File: config.mk
export PLATFORM = sky130hd
export DESIGN_NAME = rx_core_gen2
export DESIGN_NICKNAME = d
export VERILOG_FILES = /design/src/rtl/rx_core_gen2.sv
export SDC_FILE = /design/constraint.sdc
export NUM_CORES = 1
export LEC_CHECK = 0
export CAP_MARGIN = 40
export CORE_ASPECT_RATIO = 0.6
export CORE_UTILIZATION = 55
export CTS_CLUSTER_SIZE = 20
export DETAILED_ROUTE_END_ITERATION = 8
export GPL_ROUTABILITY_DRIVEN = 0
export PLACE_DENSITY = 0.86
export SETUP_SLACK_MARGIN = 0.3
export SLEW_MARGIN = 5
export SYNTH_ARGS = -nofsm -noshare
export SYNTH_HDL_FRONTEND = slang
export SYNTH_SLANG_ARGS = --single-unit
File: constraint.sdc
create_clock -name clk -period 2.9 [get_ports clk]
set_input_delay 0.435 -clock clk [delete_from_list [all_inputs] [get_ports clk]]
set_output_delay 0.435 -clock clk [all_outputs]
set_load 0.01 [all_outputs]
File: src/rtl/rx_core_gen2.sv
// rx_core_gen2: oversampling serial receiver with majority-vote bit sampling and a show-ahead receive FIFO
module rx_core_gen2 #(
  parameter int DATA_W = 8,
  parameter int FIFO_DEPTH = 16
) (
  input  logic                          clk,
  input  logic                          rst,
  input  logic                          AcqSig_i,
  input  logic                          Rx_i,
  input  logic [3:0]                    AcqNumPerBit_i,
  input  logic                          p_ParityEnable_i,
  input  logic                          ParityMethod_i,
  input  logic                          p_BigEnd_i,
  input  logic                          StopBits_i,
  input  logic                          n_rd_i,
  input  logic                          n_OvfClr_i,
  output logic [DATA_W-1:0]             data_o,
  output logic [2:0]                    err_o,
  output logic                          p_empty_o,
  output logic                          p_full_o,
  output logic [$clog2(FIFO_DEPTH):0]   Level_o,
  output logic                          p_Overflow_o
);
  localparam int AW = $clog2(FIFO_DEPTH);
  typedef enum logic [2:0] {IDLE, START, DATA, PARITY, STOP, RECOVER} state_t;
  state_t state, nxt;
  logic rx_m, rx_s;
  logic [3:0] cnt, n_l, half, bit_idx;
  logic pe_l, pm_l, be_l, sb_l;
  logic [1:0] votes, vsum;
  logic [DATA_W-1:0] sh;
  logic stop_idx, par, zero;
  logic samp, bit_end, bit_v, frame_done, wr;
  logic [DATA_W+2:0] wr_word;
  logic [DATA_W+2:0] mem [FIFO_DEPTH];
  logic [AW-1:0] wp, rp;
  logic [AW:0] level;
  logic full, empty, pop, push, ovf_set;
  assign half = n_l >> 1;
  assign samp = cnt == half - 4'd1 || cnt == half || cnt == half + 4'd1;
  assign vsum = votes + {1'b0, samp & rx_s};
  assign bit_v = vsum[1];
  assign bit_end = AcqSig_i && cnt == n_l - 4'd1;
  assign frame_done = state == STOP && bit_end && (!bit_v || stop_idx == sb_l);
  always_comb begin
    nxt = state;
    case (state)
      IDLE:    nxt = (AcqSig_i && !rx_s) ? START : IDLE;
      START:   nxt = bit_end ? (bit_v ? IDLE : DATA) : START;
      DATA:    nxt = (bit_end && bit_idx == 4'(DATA_W-1)) ? (pe_l ? PARITY : STOP) : DATA;
      PARITY:  nxt = bit_end ? STOP : PARITY;
      STOP:    nxt = !bit_end ? STOP : !bit_v ? RECOVER : (stop_idx == sb_l) ? IDLE : STOP;
      RECOVER: nxt = (AcqSig_i && rx_s) ? IDLE : RECOVER;
      default: nxt = IDLE;
    endcase
  end
  // The detecting strobe is count 0 of the start bit, so the counter resumes at 1.
  always_ff @(posedge clk) begin
    if (!rst) begin
      state <= IDLE;
      rx_m <= 1'b1;
      rx_s <= 1'b1;
      cnt <= '0;
      votes <= '0;
      bit_idx <= '0;
      stop_idx <= 1'b0;
      par <= 1'b0;
      zero <= 1'b1;
      sh <= '0;
      n_l <= 4'd4;
      {pe_l, pm_l, be_l, sb_l} <= '0;
      wr <= 1'b0;
      wr_word <= '0;
    end else begin
      rx_m <= Rx_i;
      rx_s <= rx_m;
      state <= nxt;
      wr <= frame_done;
      if (frame_done) wr_word <= {zero & !bit_v & !stop_idx, !bit_v, pe_l & par, sh};
      if (state == IDLE) begin
        cnt <= '0;
        votes <= '0;
        bit_idx <= '0;
        stop_idx <= 1'b0;
        par <= 1'b0;
        zero <= 1'b1;
        if (AcqSig_i && !rx_s) begin
          cnt <= 4'd1;
          n_l <= AcqNumPerBit_i < 4'd4 ? 4'd4 : AcqNumPerBit_i;
          {pe_l, pm_l, be_l, sb_l} <= {p_ParityEnable_i, ParityMethod_i, p_BigEnd_i, StopBits_i};
        end
      end else if (AcqSig_i) begin
        cnt <= bit_end ? 4'd0 : cnt + 4'd1;
        votes <= bit_end ? 2'd0 : vsum;
        if (bit_end && state == DATA) begin
          sh <= be_l ? {sh[DATA_W-2:0], bit_v} : {bit_v, sh[DATA_W-1:1]};
          par <= par ^ bit_v;
          zero <= zero & !bit_v;
          bit_idx <= bit_idx + 4'd1;
        end
        if (bit_end && state == PARITY) begin
          par <= par ^ bit_v ^ pm_l;
          zero <= zero & !bit_v;
        end
        if (bit_end && state == STOP) stop_idx <= 1'b1;
      end
    end
  end
  assign full = level == (AW+1)'(FIFO_DEPTH);
  assign empty = level == '0;
  assign pop = !n_rd_i && !empty;
  assign push = wr && (!full || pop);
  assign ovf_set = wr && full && !pop;
  always_ff @(posedge clk) if (push) mem[wp] <= wr_word;
  always_ff @(posedge clk) begin
    if (!rst) begin
      wp <= '0;
      rp <= '0;
      level <= '0;
      p_Overflow_o <= 1'b0;
    end else begin
      if (push) wp <= wp + AW'(1);
      if (pop) rp <= rp + AW'(1);
      level <= level + (AW+1)'(push) - (AW+1)'(pop);
      p_Overflow_o <= ovf_set | (p_Overflow_o & n_OvfClr_i);
    end
  end
  assign data_o = empty ? '0 : mem[rp][DATA_W-1:0];
  assign err_o = empty ? '0 : mem[rp][DATA_W+2:DATA_W];
  assign p_empty_o = empty;
  assign p_full_o = full;
  assign Level_o = level;
endmodule

Yosys cells after proc, flatten, opt, wreduce, memory -nomap -nowiden
Memory sizes are Yosys's and may differ from the RTL's. A register that Yosys moved wholly into a read port is not among the register bits.
Cells that the tools add are included.
- flip-flop bits (word level): 60
- memory bits (writable): 176
- input port bits: 14
- output and inout port bits: 19
- logic and storage cells: 116
- memories kept: 1
- memories (memory ; words ; bits a word ; read ports ; clocked after Yosys merged registers in ; wr ports ; line ; text):
    mem ; 16 ; 11 ; 1 ; 1 ; 1 ; 35 ; logic [DATA_W+2:0] mem [FIFO_DEPTH];
- add/sub/neg operators: 10
- magnitude comparators: 1
- eq/ne operators: 12
- mux-type cells: 28
- bitwise gates (word level): 10
- reductions and logical operators: 33
- operators with widths (operator ; number):
    two-way mux 3 bit ; 8
    two-way mux 4 bit ; 6
    case mux 3 bit (6 select lines) ; 1
    adder 4 x 1 -> 4 bit (second input constant) ; 4
    two-way mux 8 bit ; 2
    == test 4 bit ; 3
    logical AND 1 bit ; 12
    two-way mux 1 bit ; 8
    AND reduction 2 bit ; 4
    zero test 1 bit ; 7
    == test 3 x 2 -> 1 bit (second input constant) ; 2
    == test 3 bit (second input constant) ; 2
    two-way mux 2 bit ; 3
    adder 5 x 1 -> 5 bit ; 1
    bitwise AND 1 bit ; 5
    == test 5 bit (second input constant) ; 1
    zero test 5 bit ; 1
    subtractor 5 x 1 -> 5 bit ; 1
    adder 3 x 1 -> 4 bit (second input constant) ; 1
    == test 4 x 3 -> 1 bit ; 1
    == test 4 x 3 -> 1 bit (second input constant) ; 1
    logical OR 1 bit ; 4
    less-than comparator 4 x 3 -> 1 bit (second input constant) ; 1
    nonzero test 2 bit ; 2
    other kinds (11) ; 13

Logic depth before layout (Yosys ltp)
- word-level depth: 10
- gate-level depth with buffers: 15
- mapped depth without buffers: 13

Least setup slack after synthesis
No wires, ideal clock.
- path type: reg2reg
- start: register n_l[2]
- end: register wr_word[7]
- setup time: 0.069 ns
- data arrival time: 2.896 ns
- required time: 2.831 ns
- slack: -0.065 ns
- cell stages (with the launch flop): 16
- buffers on the path: 2
- period minus slack after synthesis: 2.965 ns
- cells stage by stage: dfxtp_1 > buf_2 > inv_1 > ha_1 > xnor2_1 > nor2_1 > o211ai_1 > a221oi_1 > o21a_1 > ha_1 > xnor2_2 > o21ai_1 > nor4_4 > buf_4 > nand3_1 > o21ai_1
- cells in the longest elaborated chain, start to end: 9
- elaborated cells on any way between the ends: 16
- classes of those cells: 4 x add/sub; 4 x eq/ne; 1 x bitwise; 7 x reduce/logical
- ends and longest elaborated chain (element ; line ; text):
    start, declared ; 28 ; logic [3:0] cnt, n_l, half, bit_idx;
    start signal, assigned ; 89 ; n_l <= AcqNumPerBit_i < 4'd4 ? 4'd4 : AcqNumPerBit_i;
    subtractor 3 x 1 -> 4 bit ; 40 ; assign samp = cnt == half - 4'd1 || cnt == half || cnt == half + 4'd1;
    == test 4 bit ; 40 ;
    logical OR 1 bit (2 in a row) ; 40 ;
    bitwise AND 1 bit ; 41 ; assign vsum = votes + {1'b0, samp & rx_s};
    adder 2 x 1 -> 2 bit ; 41 ;
    zero test 1 bit ; 44 ; assign frame_done = state == STOP && bit_end && (!bit_v || stop_idx == sb_l);
    logical OR 1 bit ; 44 ;
    logical AND 1 bit * ; 44 ;
    end signal, assigned ; 79 ; if (frame_done) wr_word <= {zero & !bit_v & !stop_idx, !bit_v, pe_l & par, sh};
    end, declared ; 34 ; logic [DATA_W+2:0] wr_word;
Every way passes the cells marked *; elsewhere a longest branch is shown, timed or not.
A chain may end at the register's enable or synchronous reset.

==> parameters.txt <==
Parameter                              Value

Run status
  Outcome    finished, violations left
  Failing checks    negative setup slack

Timing
  Slew at the pin closest to its max-slew limit    between 0.7 and 0.8 ns
  Final-report hold violation count    0
  Portion of the clock cycle consumed by the worst path in the final layout    105%
  Hold WS    0.409 ns
  Post-Route Skew    roughly 0.023 ns
  Tightest slew margin relative to the limit    between 40% and 50%
  Max Fclk    between 300 and 400 MHz
  Number of failing setup endpoints in the final timing report    9
  Post-route minimum period    3.04 ns
  Minimum setup slack in the final design    -0.139 ns
  Final slew viol count    0
  Setup repair after global routing missed its margin    true

Global route
  Largest net degree at the start of global routing    between 40 and 50
  Via count of the first global-routing pass    approximately 6400
  Congestion Overflow GR    0
  Wire length of the first global-routing pass    roughly 40000 um
  Initial antenna violation count    0
  Global router's overall resource usage    between 20 and 30%

Logic synthesis
  Cell type with the highest aggregate area in the netlist    sky130_fd_sc_hd__edfxtp_1
  Xor-xnor portion of the synthesized cell area    approximately 3.4%
  Fraction of the yosys area taken by sequential cells    65.4%
  Async SR Flop Fraction    0%
  Synthesis-stage register bit count    240
  Post-Synth Adder-Cell Area    2.32%
  Mux contribution to synthesized area    between 10% and 20%
  Area share of the leading cell type in the synthesized netlist    between 50% and 60%
  Number of different library cells in the post-synthesis netlist    62
  Yosys synthesis warning count    0
  Most instantiated library cell after synthesis    sky130_fd_sc_hd__edfxtp_1
  Count of mapped cells out of synthesis    642
  Compound-gate portion of the synthesized area    4.58%
  Synthesized Nets    between 600 and 700
  Average instance area after synthesis    15.6 um^2
  Area of the mapped netlist    0.0100 mm^2
  Main combinational cell family by area after synthesis    multiplexers
  EDFF count, synth    between 150 and 200
  Dominant register cell in the synthesized netlist    sky130_fd_sc_hd__edfxtp_1
  Area fraction in and, or, nand and nor cells after synthesis    roughly 8.5%
  Top post-synthesis cells by area    sky130_fd_sc_hd__edfxtp_1, sky130_fd_sc_hd__dfxtp_1, sky130_fd_sc_hd__mux4_2
  Synth cell count leaders    sky130_fd_sc_hd__edfxtp_1, sky130_fd_sc_hd__dfxtp_1, sky130_fd_sc_hd__mux4_2, sky130_fd_sc_hd__nor2_1, sky130_fd_sc_hd__nand2_1

Floorplan
  IO Pins    33
  Total die area    about 0.019 mm^2
  Floorplan row count    37
  Core area    between 0.015 and 0.02 mm^2
  Starting density of the core    a little under three fifths
  Die Span Y    ~110 um
  Horiz. Die Dim    176 um

Flow run
  Max Cap Viol    0

Detailed routing
  Starting DRT DRC Count    1000
  Final wirelength    28400 um
  Vias    about 6700
  Post-route ant nets    0
  Residual DRC    0
  1st-pass router iterations    6
  WL per Instance    roughly 29 um
  Routed via count divided by cell count    6.80

Pwr
  Worst supply voltage drop on vdd    0.398 mV
  Comb power frac    a little over a fifth
  Power per unit of standard cell area    between 700 and 800 mW/mm^2
  Switching fraction of total power    ~26%
  Internal Pwr Total    between 0.006 and 0.007 W
  Sequential fraction of design power    between 40 and 50%
  Clock power frac    34.5%
  Switching power total    between 0.002 and 0.0025 W
  Leakage power summed over all cells    between 4 and 5 nW

Min path
  Destination of the worst hold path    rx_s$_SDFF_PN1_
  Hold depth    1
  Worst hold path class    reg2reg
  Source of the worst hold timing path    rx_m$_SDFF_PN1_

Setup path
  Worst path required time    between 2 and 2.5 ns
  CP startpoint kind    register
  Number of cells on the worst reg-to-reg path    14
  R2R Path End    par$_SDFFE_PP0P_
  Worst setup EP type    primary output
  R2R Path Start    n_l[1]$_SDFFE_PN0P_
  Arrival time of the worst setup path    ~2.6 ns
  Critical Setup Path Class    reg2out
  Maximum net fanout on the critical path    8
  Register-to-register setup slack    0 ns

Place
  Sum of net half-perimeters after detailed placement    ~14000 um
  Setup Slack @ Placement    0.0780 ns
  Input/output buffers    32

CTS
  Clock tree buffer depth    3
  Clock slew at reported path FFs    ~0.07 ns
  Cts hold-fix bufs    0
  Insertion delay of the later-clocked pin in the worst-skew pair    between 0.5 and 0.6 ns
  Level count of the clock H-tree    1
  Clock tree from TritonCTS    done
  Number of buffers inserted during clock tree synthesis    22
  Clock sinks    240
  Buffer cell driving the clock tree root    sky130_fd_sc_hd__clkbuf_16

Cells and area
  Count of nets after finishing    763
  Share of layout cells above drive strength 1    31.1%
  Count of antenna diodes in the layout    0
  Area Growth Syn to Fin    21.2%
-- worst max-delay path, cell delays in order, from the launching register on --
cell	delay [ns]
sky130_fd_sc_hd__dfxtp_4	0.41
sky130_fd_sc_hd__buf_6	0.12
sky130_fd_sc_hd__buf_12	0.14
sky130_fd_sc_hd__mux4_2	0.53
sky130_fd_sc_hd__mux4_2	0.54
sky130_fd_sc_hd__nor2b_2	0.20
sky130_fd_sc_hd__buf_2	0.14
-- how the worst max path moves through the flow --
stage                                         end                 from  cells after the start
final                                    err_o[0]             register                      6
after global routing                    data_o[3]             register                      7
after CTS                               data_o[3]             register                      7
after detailed placement         par$_SDFFE_PP0P_  n_l[2]$_SDFFE_PN1P_                     13
after global placement                  data_o[0]             register                      5
after floorplan           wr_word[7]$_SDFFE_PN0P_  n_l[3]$_SDFFE_PN0P_                     13
-- stage by stage --
stage	total power, W	cells	cell area (um^2)	TNS [ns]	utilization (%)
finish	0.00853	981	12200	-0.720	69.6
global placement	0.00520	912	10900	0	62.2
global route	0.00878	981	12200	-1.88	69.6
floorplan	0.00476	642	10100	0	-
detailed placement	0.00527	912	10900	0	62.2
CTS	0.00838	971	11900	-0.361	68.0
-- metal layers --
layer / wire length (um) / track usage [%] / part of all wire [%]
met5: 0 / 0 / 0
met1: 9960 / 39.0 / 35
met3: 3490 / 5.50 / 12
met4: 1700 / 12.2 / 6.0
met2: 13200 / 46.0 / 47
-- placed cells by master (no fill, tap or decap), types with 8 or more instances in the layout --
cell,count
sky130_fd_sc_hd__clkdlybuf4s50_1,20
sky130_fd_sc_hd__buf_2,11
sky130_fd_sc_hd__edfxtp_1,176
sky130_fd_sc_hd__nand3_1,8
sky130_fd_sc_hd__mux4_2,55
sky130_fd_sc_hd__dfxtp_1,57
sky130_fd_sc_hd__xnor2_1,14
sky130_fd_sc_hd__mux2i_1,11
sky130_fd_sc_hd__inv_1,12
sky130_fd_sc_hd__o21ai_1,10
sky130_fd_sc_hd__clkbuf_16,24
sky130_fd_sc_hd__nand2_1,38
sky130_fd_sc_hd__nand2b_1,12
sky130_fd_sc_hd__buf_4,52
sky130_fd_sc_hd__nor2b_1,10
sky130_fd_sc_hd__buf_6,8
sky130_fd_sc_hd__nor2_1,43
sky130_fd_sc_hd__a21oi_1,11
sky130_fd_sc_hd__o21ai_0,8
sky130_fd_sc_hd__ha_1,12
-- state kept, by name, indices dropped and copies added (netlist names), 2 cells and up, named ones only --
register	count
sh	8
n_l	4
state	3
mem	176
cnt	4
votes	2
Level_o	5
wr_word	11
bit_idx	4
rp	4
wp	4
-- final cells by class --
cell class                 instances  area (um^2)
timing repair buffer             103          982
clock buffer                      29          649
tap                              234          293
fill                             953         5330
multi-input combinational        353         3540
clock inverter                    11         80.1
sequential                       240         6580
inverter                          11         48.8
-- logic make-up after synthesis --
logic type               count (synthesis)
multiplexers                            66
AO/OA/AOI/OAI                           73
adder cells (fa/ha/maj)                 18
AND/OR/NAND/NOR                        166
flip-flops                             240
XOR/XNOR                                30
buffers and inverters                   49
-- power by group through the flow --
stage,Combinational [W],Clock (W),Sequential [W]
CTS,0.00169,0.00291,0.00378
global route,0.00191,0.00308,0.00379
finish,0.00180,0.00295,0.00379
detailed placement,0.00143,0,0.00384
global placement,0.00137,0,0.00383
floorplan,0.000941,0,0.00382
-- timing repair --
item / 4_1_cts / 5_1_grt
gates resized for setup: 76 / 41
setup endpoints to repair: 26 / 32
setup buffers: 14 / 10
pin swaps: 7 / 9
cloned: 5 / 0
No activity file was read; power rests on OpenSTA's default activity.
